**src/rtl/acumulador_sumas_if.sv**
```systemverilog
// rtl/acumulador_sumas_if.sv - sample, clear, read and status signals of the accumulator
`timescale 1ns/1ps
interface acumulador_sumas_if;
  logic       valid_in;
  logic [3:0] sum_in;
  logic [3:0] idx_in;
  logic       clr;
  logic       rd_req;
  logic [1:0] rd_idx;
  logic [7:0] acc_out;
  logic       acc_valid;
  logic [3:0] ovf;
  logic [7:0] sample_cnt;

  modport master (
    output valid_in, sum_in, idx_in, clr, rd_req, rd_idx,
    input  acc_out, acc_valid, ovf, sample_cnt
  );

  modport slave (
    input  valid_in, sum_in, idx_in, clr, rd_req, rd_idx,
    output acc_out, acc_valid, ovf, sample_cnt
  );
endinterface

```
**src/rtl/acumulador_sumas.sv**
```systemverilog
// rtl/acumulador_sumas.sv - four 8-bit bins fed by a two-stage sample pipeline with bypassed reads
// Build option ACUM_SATURATE_EN: overflowing bins saturate at 8'hFF instead of wrapping.
`timescale 1ns/1ps
module acumulador_sumas (
  input logic               clk,
  input logic               reset_L,
  acumulador_sumas_if.slave bus
);

  logic            s1_valid_q, s1_valid_d;
  logic [3:0]      s1_sum_q, s1_sum_d;
  logic [1:0]      s1_idx_q, s1_idx_d;
  logic [3:0][7:0] bin_q, bin_d;
  logic [3:0]      ovf_q, ovf_d;
  logic [7:0]      cnt_q, cnt_d;
  logic [7:0]      acc_out_q, acc_out_d;
  logic            acc_valid_q, acc_valid_d;

  logic [8:0]      sum9;
  logic [7:0]      upd_val;
  logic            unused_idx_hi;

  assign unused_idx_hi = ^bus.idx_in[3:2];

  assign sum9 = {1'b0, bin_q[s1_idx_q]} + {5'b0, s1_sum_q};

`ifdef ACUM_SATURATE_EN
  assign upd_val = sum9[8] ? 8'hFF : sum9[7:0];
`else
  assign upd_val = sum9[7:0];
`endif

  always_comb begin
    s1_valid_d = bus.valid_in;
    s1_sum_d   = s1_sum_q;
    s1_idx_d   = s1_idx_q;
    if (bus.valid_in) begin
      s1_sum_d = bus.sum_in;
      s1_idx_d = bus.idx_in[1:0];
    end
  end

  // clr discards the S2 commit at the same edge, including its count
  always_comb begin
    bin_d = bin_q;
    ovf_d = ovf_q;
    cnt_d = cnt_q;
    if (bus.clr) begin
      bin_d = '0;
      ovf_d = '0;
    end else if (s1_valid_q) begin
      bin_d[s1_idx_q] = upd_val;
      cnt_d           = cnt_q + 8'd1;
      if (sum9[8]) begin
        ovf_d[s1_idx_q] = 1'b1;
      end
    end
  end

  // Reads take next-state bins so a same-edge update or clear is visible
  always_comb begin
    acc_out_d   = acc_out_q;
    acc_valid_d = bus.rd_req;
    if (bus.rd_req) begin
      acc_out_d = bin_d[bus.rd_idx];
    end
  end

  always_ff @(posedge clk or negedge reset_L) begin
    if (!reset_L) begin
      s1_valid_q  <= 1'b0;
      s1_sum_q    <= '0;
      s1_idx_q    <= '0;
      bin_q       <= '0;
      ovf_q       <= '0;
      cnt_q       <= '0;
      acc_out_q   <= '0;
      acc_valid_q <= 1'b0;
    end else begin
      s1_valid_q  <= s1_valid_d;
      s1_sum_q    <= s1_sum_d;
      s1_idx_q    <= s1_idx_d;
      bin_q       <= bin_d;
      ovf_q       <= ovf_d;
      cnt_q       <= cnt_d;
      acc_out_q   <= acc_out_d;
      acc_valid_q <= acc_valid_d;
    end
  end

  assign bus.acc_out    = acc_out_q;
  assign bus.acc_valid  = acc_valid_q;
  assign bus.ovf        = ovf_q;
  assign bus.sample_cnt = cnt_q;

endmodule

```
**src/flat_wrapper.sv**
```systemverilog
// flat-port wrapper written by rule: the top's interface ports become plain ports
module acumulador_sumas_flat 
  (clk, reset_L, bus_valid_in, bus_sum_in, bus_idx_in, bus_clr, bus_rd_req, bus_rd_idx, bus_acc_out, bus_acc_valid, bus_ovf, bus_sample_cnt);
  acumulador_sumas_if bus_i ();
  input logic clk;
  input logic reset_L;
  input wire logic [$bits(bus_i.valid_in)-1:0] bus_valid_in;
  input wire logic [$bits(bus_i.sum_in)-1:0] bus_sum_in;
  input wire logic [$bits(bus_i.idx_in)-1:0] bus_idx_in;
  input wire logic [$bits(bus_i.clr)-1:0] bus_clr;
  input wire logic [$bits(bus_i.rd_req)-1:0] bus_rd_req;
  input wire logic [$bits(bus_i.rd_idx)-1:0] bus_rd_idx;
  output wire logic [$bits(bus_i.acc_out)-1:0] bus_acc_out;
  output wire logic [$bits(bus_i.acc_valid)-1:0] bus_acc_valid;
  output wire logic [$bits(bus_i.ovf)-1:0] bus_ovf;
  output wire logic [$bits(bus_i.sample_cnt)-1:0] bus_sample_cnt;
  assign bus_i.valid_in = bus_valid_in;
  assign bus_i.sum_in = bus_sum_in;
  assign bus_i.idx_in = bus_idx_in;
  assign bus_i.clr = bus_clr;
  assign bus_i.rd_req = bus_rd_req;
  assign bus_i.rd_idx = bus_rd_idx;
  assign bus_acc_out = bus_i.acc_out;
  assign bus_acc_valid = bus_i.acc_valid;
  assign bus_ovf = bus_i.ovf;
  assign bus_sample_cnt = bus_i.sample_cnt;
  acumulador_sumas u_core (.clk(clk), .reset_L(reset_L), .bus(bus_i));
endmodule
```
**config.mk**
```make
export PLATFORM = sky130hd
export DESIGN_NAME = acumulador_sumas_flat
export DESIGN_NICKNAME = d
export VERILOG_FILES = /design/src/rtl/acumulador_sumas_if.sv /design/src/rtl/acumulador_sumas.sv /design/src/flat_wrapper.sv
export SDC_FILE = /design/constraint.sdc
export NUM_CORES = 1
export LEC_CHECK = 0
export CAP_MARGIN = 20
export CORE_ASPECT_RATIO = 1.5
export CORE_MARGIN = 10
export CORE_UTILIZATION = 30
export CTS_CLUSTER_SIZE = 14
export DETAILED_ROUTE_END_ITERATION = 7
export PLACE_DENSITY_LB_ADDON = 0.25
export SETUP_SLACK_MARGIN = 0.3
export SLEW_MARGIN = 20
export SYNTH_ARGS = -nofsm -noshare
export SYNTH_HDL_FRONTEND = slang
export SYNTH_SLANG_ARGS = --single-unit
```
**constraint.sdc**
```tcl
create_clock -name clk -period 4.5 [get_ports clk]
set_input_delay 0.9 -clock clk [delete_from_list [all_inputs] [get_ports clk]]
set_output_delay 0.9 -clock clk [all_outputs]
set_load 0.02 [all_outputs]
```
==> flow_summary.ini, run 1 <==
[detailed_routing]
drt_iter0_markers = 92
detail_route.wirelength_um = 7960
wl_per_cell_um = 18.3
dr.pass1.iters = 4
route.vias.total = 2326
drc = 0
ant_nets = 0
routed_via_density = 5.33

[placement]
dp_cells = 420
place.gp.congestion = 0.776
port-buffer-count = 33
dp_hpwl_um = 5650
dp_slack_ps = 785

[worst_setup_path]
r2r_slack_ps = 770
worst-endpoint-arrival_ps = 3940
cp_max_fo = 21
crit_path_max_incr_delay_ps = 950
crit_path_top_delay_cell = dfrtp_1
critPathKind = flop to flop
worst_setup_path_end_kind = flop
startpoint_type = flop
cp.required_ps = 4710
crit_top_cell = mux4_2
cp_cell_sequence = mux4_2 > ha_1 > fa_1 > xnor2_1 > a211oi_1 > mux4_2 > mux2_2

[clock_network]
path_clk_slew_ps = 50
clock_latency_ps = 330
postCtsHoldBufs = 0
htreeDepth = 3
cts_post_setup_buffers_inserted = 0
cts.sinks = 60
cts_made_buffers = 9
cts_tree = yes
cts_buffer_depth = 2
ctsResizeCount = 0
root_buffer = clkbuf_16

[floorplanning]
num_rows = 45
die_x_um = 103
dieHeight_um = 144
initial_core_util_pct = 30.5
dieArea_sq_mm = 0.0148
ioPinCount = 36
core_sq_mm = 0.0101

[timing]
tns_ps = 0
skew_ps = 4.64
final_max_slew_viol_count = 0
timing.final.crit_share_pct = 82.9
worst_slew_pin_slew_ps = 964
layout_setup_ws_ps = 771
fin_crit_ps = 3730
rsz0062_at_grt = no
hold_viol = 0
relSlewSlack_pct = 35.5
setup_viol = 0
clock.fmax_ghz = 0.268

[cells_and_area]
finalNonFillerCells = 436
syn2layout_area_growth_pct = 22.7
diodes = 0
drive_above_1_share_pct = 15.0
final_net_count = 335
post-route-util_pct = 37.5
nFillCells = 986

[synthesis]
synth-edff-count = 0
yosysTopAreaCellShare_pct = 48.8
netlist_area_sq_mm = 0.00308
synth_ff_type = dfrtp_1
syn_nets = 303
synth.most_common_cell = dfrtp_1
synth_area_leaders = dfrtp_1, mux4_2, nor2_1, mux2_2, a211oi_1
synth_commonest_cells = dfrtp_1, nor2_1, nand2_1
async_flop_share_pct = 100
postSynthCellCount = 282
yosys_warnings = 0
seq_area_frac_synth_pct = 48.8
synth.largest_area_cell = dfrtp_1
avgSynthCellArea_sq_um = 10.9
yosysUniqueCellTypes = 42
ys_ff_latch = 60

[grt]
antenna_found_initial = 0
grt_max_degree = 34
grt_util_all_layers_pct = 11.8
grt_pass1_vias = 2417
gr-total-overflow = 0
grt_pass1_wl_um = 13100

[worst_hold_path]
hold_class = flop to flop

[pwr]
p_leak_nw = 1.58
total_power_w = 0.00158
vdd_drop_max_mv = 0.156
power_density_mw_per_mm2 = 419

[run_status]
outcome = complete, no violations

[flow_run]
drv_cap = 0
where the power goes:
group          total [W]  internal, W  switching [W]  leakage [nW]
Sequential      0.000650     0.000593      0.0000568         0.797
Clock           0.000619     0.000383       0.000237         0.135
Combinational   0.000313     0.000147       0.000166         0.648
per-stage QoR:
stage,hold WS [ps],cell area (sq um)
final,474,3780
after global routing,496,3780
after global placement,462,3510
after floorplan,487,3080
after CTS,478,3780
after detailed placement,467,3510
logic make-up after synthesis:
family	share of synthesized area [%]
xor gates and xnor gates	5.04
AOI/OAI and AO/OA	12.2
DFF	48.8
adders and majority gates	2.68
buffers and inverters	2.85
and+or+nand+nor	13.9
muxes	14.4
final timing paths:
kind	startpoint	end	depth (start not counted)
hold / removal	u_core.bus.sample_cnt[7]$_DFFE_PN0P_	u_core.bus.sample_cnt[7]$_DFFE_PN0P_	1
setup reg to reg	u_core.s1_idx_q[0]$_DFFE_PN0P_	u_core.bus.acc_out[2]$_DFFE_PN0P_	7
min in group asynchronous	reset_L	u_core.s1_sum_q[3]$_DFFE_PN0P_	1
hold reg to reg	u_core.bus.sample_cnt[7]$_DFFE_PN0P_	u_core.bus.sample_cnt[7]$_DFFE_PN0P_	1
setup / recovery	u_core.s1_idx_q[0]$_DFFE_PN0P_	u_core.bus.acc_out[2]$_DFFE_PN0P_	7
max in group asynchronous	reset_L	u_core.bus.sample_cnt[4]$_DFFE_PN0P_	2
registers in the layout, summed over array words and instances (netlist names):
| name | cells |
|---|---|
| u_core.bus.sample_cnt | 8 |
| u_core.s1_idx_q | 2 |
| u_core.s1_valid_q | 1 |
| u_core.bus.ovf | 4 |
| u_core.bin_q | 32 |
| u_core.bus.acc_valid | 1 |
| u_core.s1_sum_q | 4 |
| u_core.bus.acc_out | 8 |
layout by cell type, fill, tap and decap left out, drive strengths merged, types with 2 or more instances in the layout:
cell type	count
o211ai	2
ha	5
inv	4
nand2b	3
nor2	44
o32a	2
and3	4
a211oi	14
nand2	26
mux2	11
clkdlybuf4s50	32
o2111ai	3
a31oi	4
a21o	2
nor2b	3
mux4	13
o21ai	4
nor3	9
buf	5
mux2i	2
a21boi	2
clkbuf	11
dfrtp	60
a21oi	19
xnor2	11
xor2	5
nand4	2
nand3	4
clkinv	4
area by class of cell:
type	count	area [sq um]	share of cell area [%]
Multi-Input combinational cell	202	1490	39.4
Inverter	4	15.0	0.398
Tap cell	117	146	3.88
Sequential cell	60	1500	39.8
Timing Repair Buffer	37	355	9.41
Clock buffer	11	243	6.43
Clock inverter	5	27.5	0.729
critical path: cells and delay by family (launching register included):
| kind | cells | cell delay, ps |
|---|---|---|
| multiplexers | 3 | 1370 |
| flip-flops | 1 | 950 |
| adder cells (fa/ha/maj) | 2 | 630 |
| XOR/XNOR | 1 | 470 |
| AO/OA/AOI/OAI | 1 | 180 |
layer usage:
layer / part of all wire [%] / wire (um) / global-route usage (%) / up-vias
met3: 5.2 / 416 / 2.96 / 20
met1: 39 / 3130 / 13.1 / 1147
met4: 3.7 / 292 / 6.78 / 0
met5: 0 / 0 / 0 / -
li1: - / - / - / 1091
met2: 52 / 4120 / 19.7 / 68
Note: power is estimated with default switching activity, not from simulation.
==> run 2: changes to the inputs <==
==> constraint.sdc (replaced) <==
create_clock -name clk -period 3.54 [get_ports clk]
set_input_delay 0.708 -clock clk [delete_from_list [all_inputs] [get_ports clk]]
set_output_delay 0.708 -clock clk [all_outputs]
set_load 0.02 [all_outputs]
==> run 2 against run 1 <==
Effect of this change:
- non-clock buffer count grew 6
- sequential share of layout area shrank 0.95 points
- clock-buffer cell count grew 1
- wire length grew 2.2%
- combinational power grew 34%
- die area is the same
- cell count grew 1.4%
- clock power grew 43%
- flip-flop and latch count is the same
- largest cell class unchanged
- largest power group is now the clock network
- highest routed layer unchanged
==> flow_summary.ini, run 2 (synthesis results as in run 1) <==
[worst_setup_path]
critPathKind = flop to flop
cp_max_fo = 4
worst_setup_path_end_kind = flop
r2r_slack_ps = 410
cp.required_ps = 3750
startpoint_type = flop
worst-endpoint-arrival_ps = 3340

[timing]
relSlewSlack_pct = 55.4
final_max_slew_viol_count = 0
clock.fmax_ghz = 0.319
timing.final.crit_share_pct = 88.5
tns_ps = 0
fin_crit_ps = 3130
skew_ps = 9.25
setup_viol = 0
rsz0062_at_grt = yes
hold_viol = 0
worst_slew_pin_slew_ps = 667

[detailed_routing]
drt_iter0_markers = 168
detail_route.wirelength_um = 8130
routed_via_density = 5.24
route.vias.total = 2317
dr.pass1.iters = 4
drc = 0
wl_per_cell_um = 18.4
ant_nets = 0

[pwr]
p_leak_nw = 1.62
power.switching_w = 0.000595
combPwrFrac_pct = 19.8
vdd_drop_max_mv = 0.180
power_density_mw_per_mm2 = 549
clkPwrFrac_pct = 41.8
total_power_w = 0.00212
seq_power_share_pct = 38.5
p_sw_share_pct = 28.0
p_int_w = 0.00153

[floorplanning]
ioPinCount = 36
core_sq_mm = 0.0101
initial_core_util_pct = 30.5
dieHeight_um = 144
die_x_um = 103
dieArea_sq_mm = 0.0148
num_rows = 45

[grt]
antenna_found_initial = 0
grt_max_degree = 42
grt_util_all_layers_pct = 11.7
grt_pass1_vias = 2363
gr-total-overflow = 0
grt_pass1_wl_um = 12900

[clock_network]
cts.sinks = 60
htreeDepth = 3
root_buffer = clkbuf_16
cts_made_buffers = 9
cts_buffer_depth = 2
cts_tree = yes
clock_latency_ps = 330
path_clk_slew_ps = 50
postCtsHoldBufs = 0

[cells_and_area]
diodes = 0
final_cell_mix = dfrtp_1, nor2_1, clkdlybuf4s50_1, nand2_1, a21oi_1
nFillCells = 986
largest_register_ffs = 32
syn2layout_area_growth_pct = 25.7
drive_above_1_share_pct = 16.9
final_common_cell = dfrtp_1
regMostFlops = u_core.bin_q
final_net_count = 341

[placement]
port-buffer-count = 33
dp_hpwl_um = 5780
place.gp.congestion = 0.784

[flow_run]
drv_cap = 0

[worst_hold_path]
hold_class = input port to asynchronous set/reset pin

[run_status]
outcome = complete, no violations
==> run 2: cell count changes in the layout (fill, tap and decap cells not counted) <==
cell	change
xor2_2	-1
buf_4	+6
nor2_1	-1
xor2_4	+1
clkbuf_8	+1
nor2_2	+1
clkinv_2	-2
bufinv_16	+1
==> run 2: final cells by class <==
type                    instances  area, sq um  area share (%)
multi-input cells             202         1500            38.8
flip-flops and latches         60         1500            38.8
repair buffers                 43          400            10.3
clock inverters                 4         47.5            1.23
clock buffers                  12          256            6.63
inverters                       4         15.0           0.388
well taps                     117          146            3.78
==> run 2: path summary, 6_finish.rpt <==
path,from,to,depth (start not counted)
max,u_core.s1_idx_q[0]$_DFFE_PN0P_,u_core.bus.acc_out[2]$_DFFE_PN0P_,7
min,reset_L,u_core.s1_idx_q[0]$_DFFE_PN0P_,1
max reg2reg,u_core.s1_idx_q[0]$_DFFE_PN0P_,u_core.bus.acc_out[2]$_DFFE_PN0P_,7
min reg2reg,u_core.bus.sample_cnt[7]$_DFFE_PN0P_,u_core.bus.sample_cnt[7]$_DFFE_PN0P_,1
max in group asynchronous,reset_L,u_core.bin_q[30]$_DFF_PN0_,2
min in group clk,u_core.bus.sample_cnt[7]$_DFFE_PN0P_,u_core.bus.sample_cnt[7]$_DFFE_PN0P_,1
==> run 2: repair_timing <==
item / CTS / global route
setup buffers: 0 / 1
setup endpoints to repair: 0 / 4
gates resized for setup: 0 / 2
==> run 2: per-stage QoR <==
step                util (%)  cell area (sq um)  hold WS [ps]  instances  setup slack, ps
floorplan                  -               3080           412        282              391
global placement        35.2               3540           462        425              341
detailed placement      35.2               3540           461        425              334
CTS                     38.2               3850           345        441              324
global route            38.4               3870           358        442              285
finish                  38.4               3870           332        442              406
==> run 2: critical path, cell delays in order (launching register included) <==
cell	delay, ps
dfrtp_1	480
mux4_2	540
ha_1	240
fa_1	410
xnor2_1	410
a211oi_1	170
mux4_2	500
mux2_2	270
==> run 2: power groups by stage <==
stage | clock, W | sequential [W] | combinational (W)
2_1_floorplan | 0 | 0.000862 | 0.000209
3_3_place_gp | 0 | 0.000828 | 0.000419
3_5_place_dp | 0 | 0.000830 | 0.000423
4_1_cts | 0.000901 | 0.000818 | 0.000425
5_1_grt | 0.000938 | 0.000827 | 0.000459
6_report | 0.000886 | 0.000817 | 0.000420
==> run 2: per-layer routing <==
metal	track usage [%]	vias up	share of wire (%)
met4	6.18	0	1.7
met2	20.2	50	53
met5	0	-	0
met1	12.7	1164	40
li1	-	1093	-
met3	2.91	10	5.1
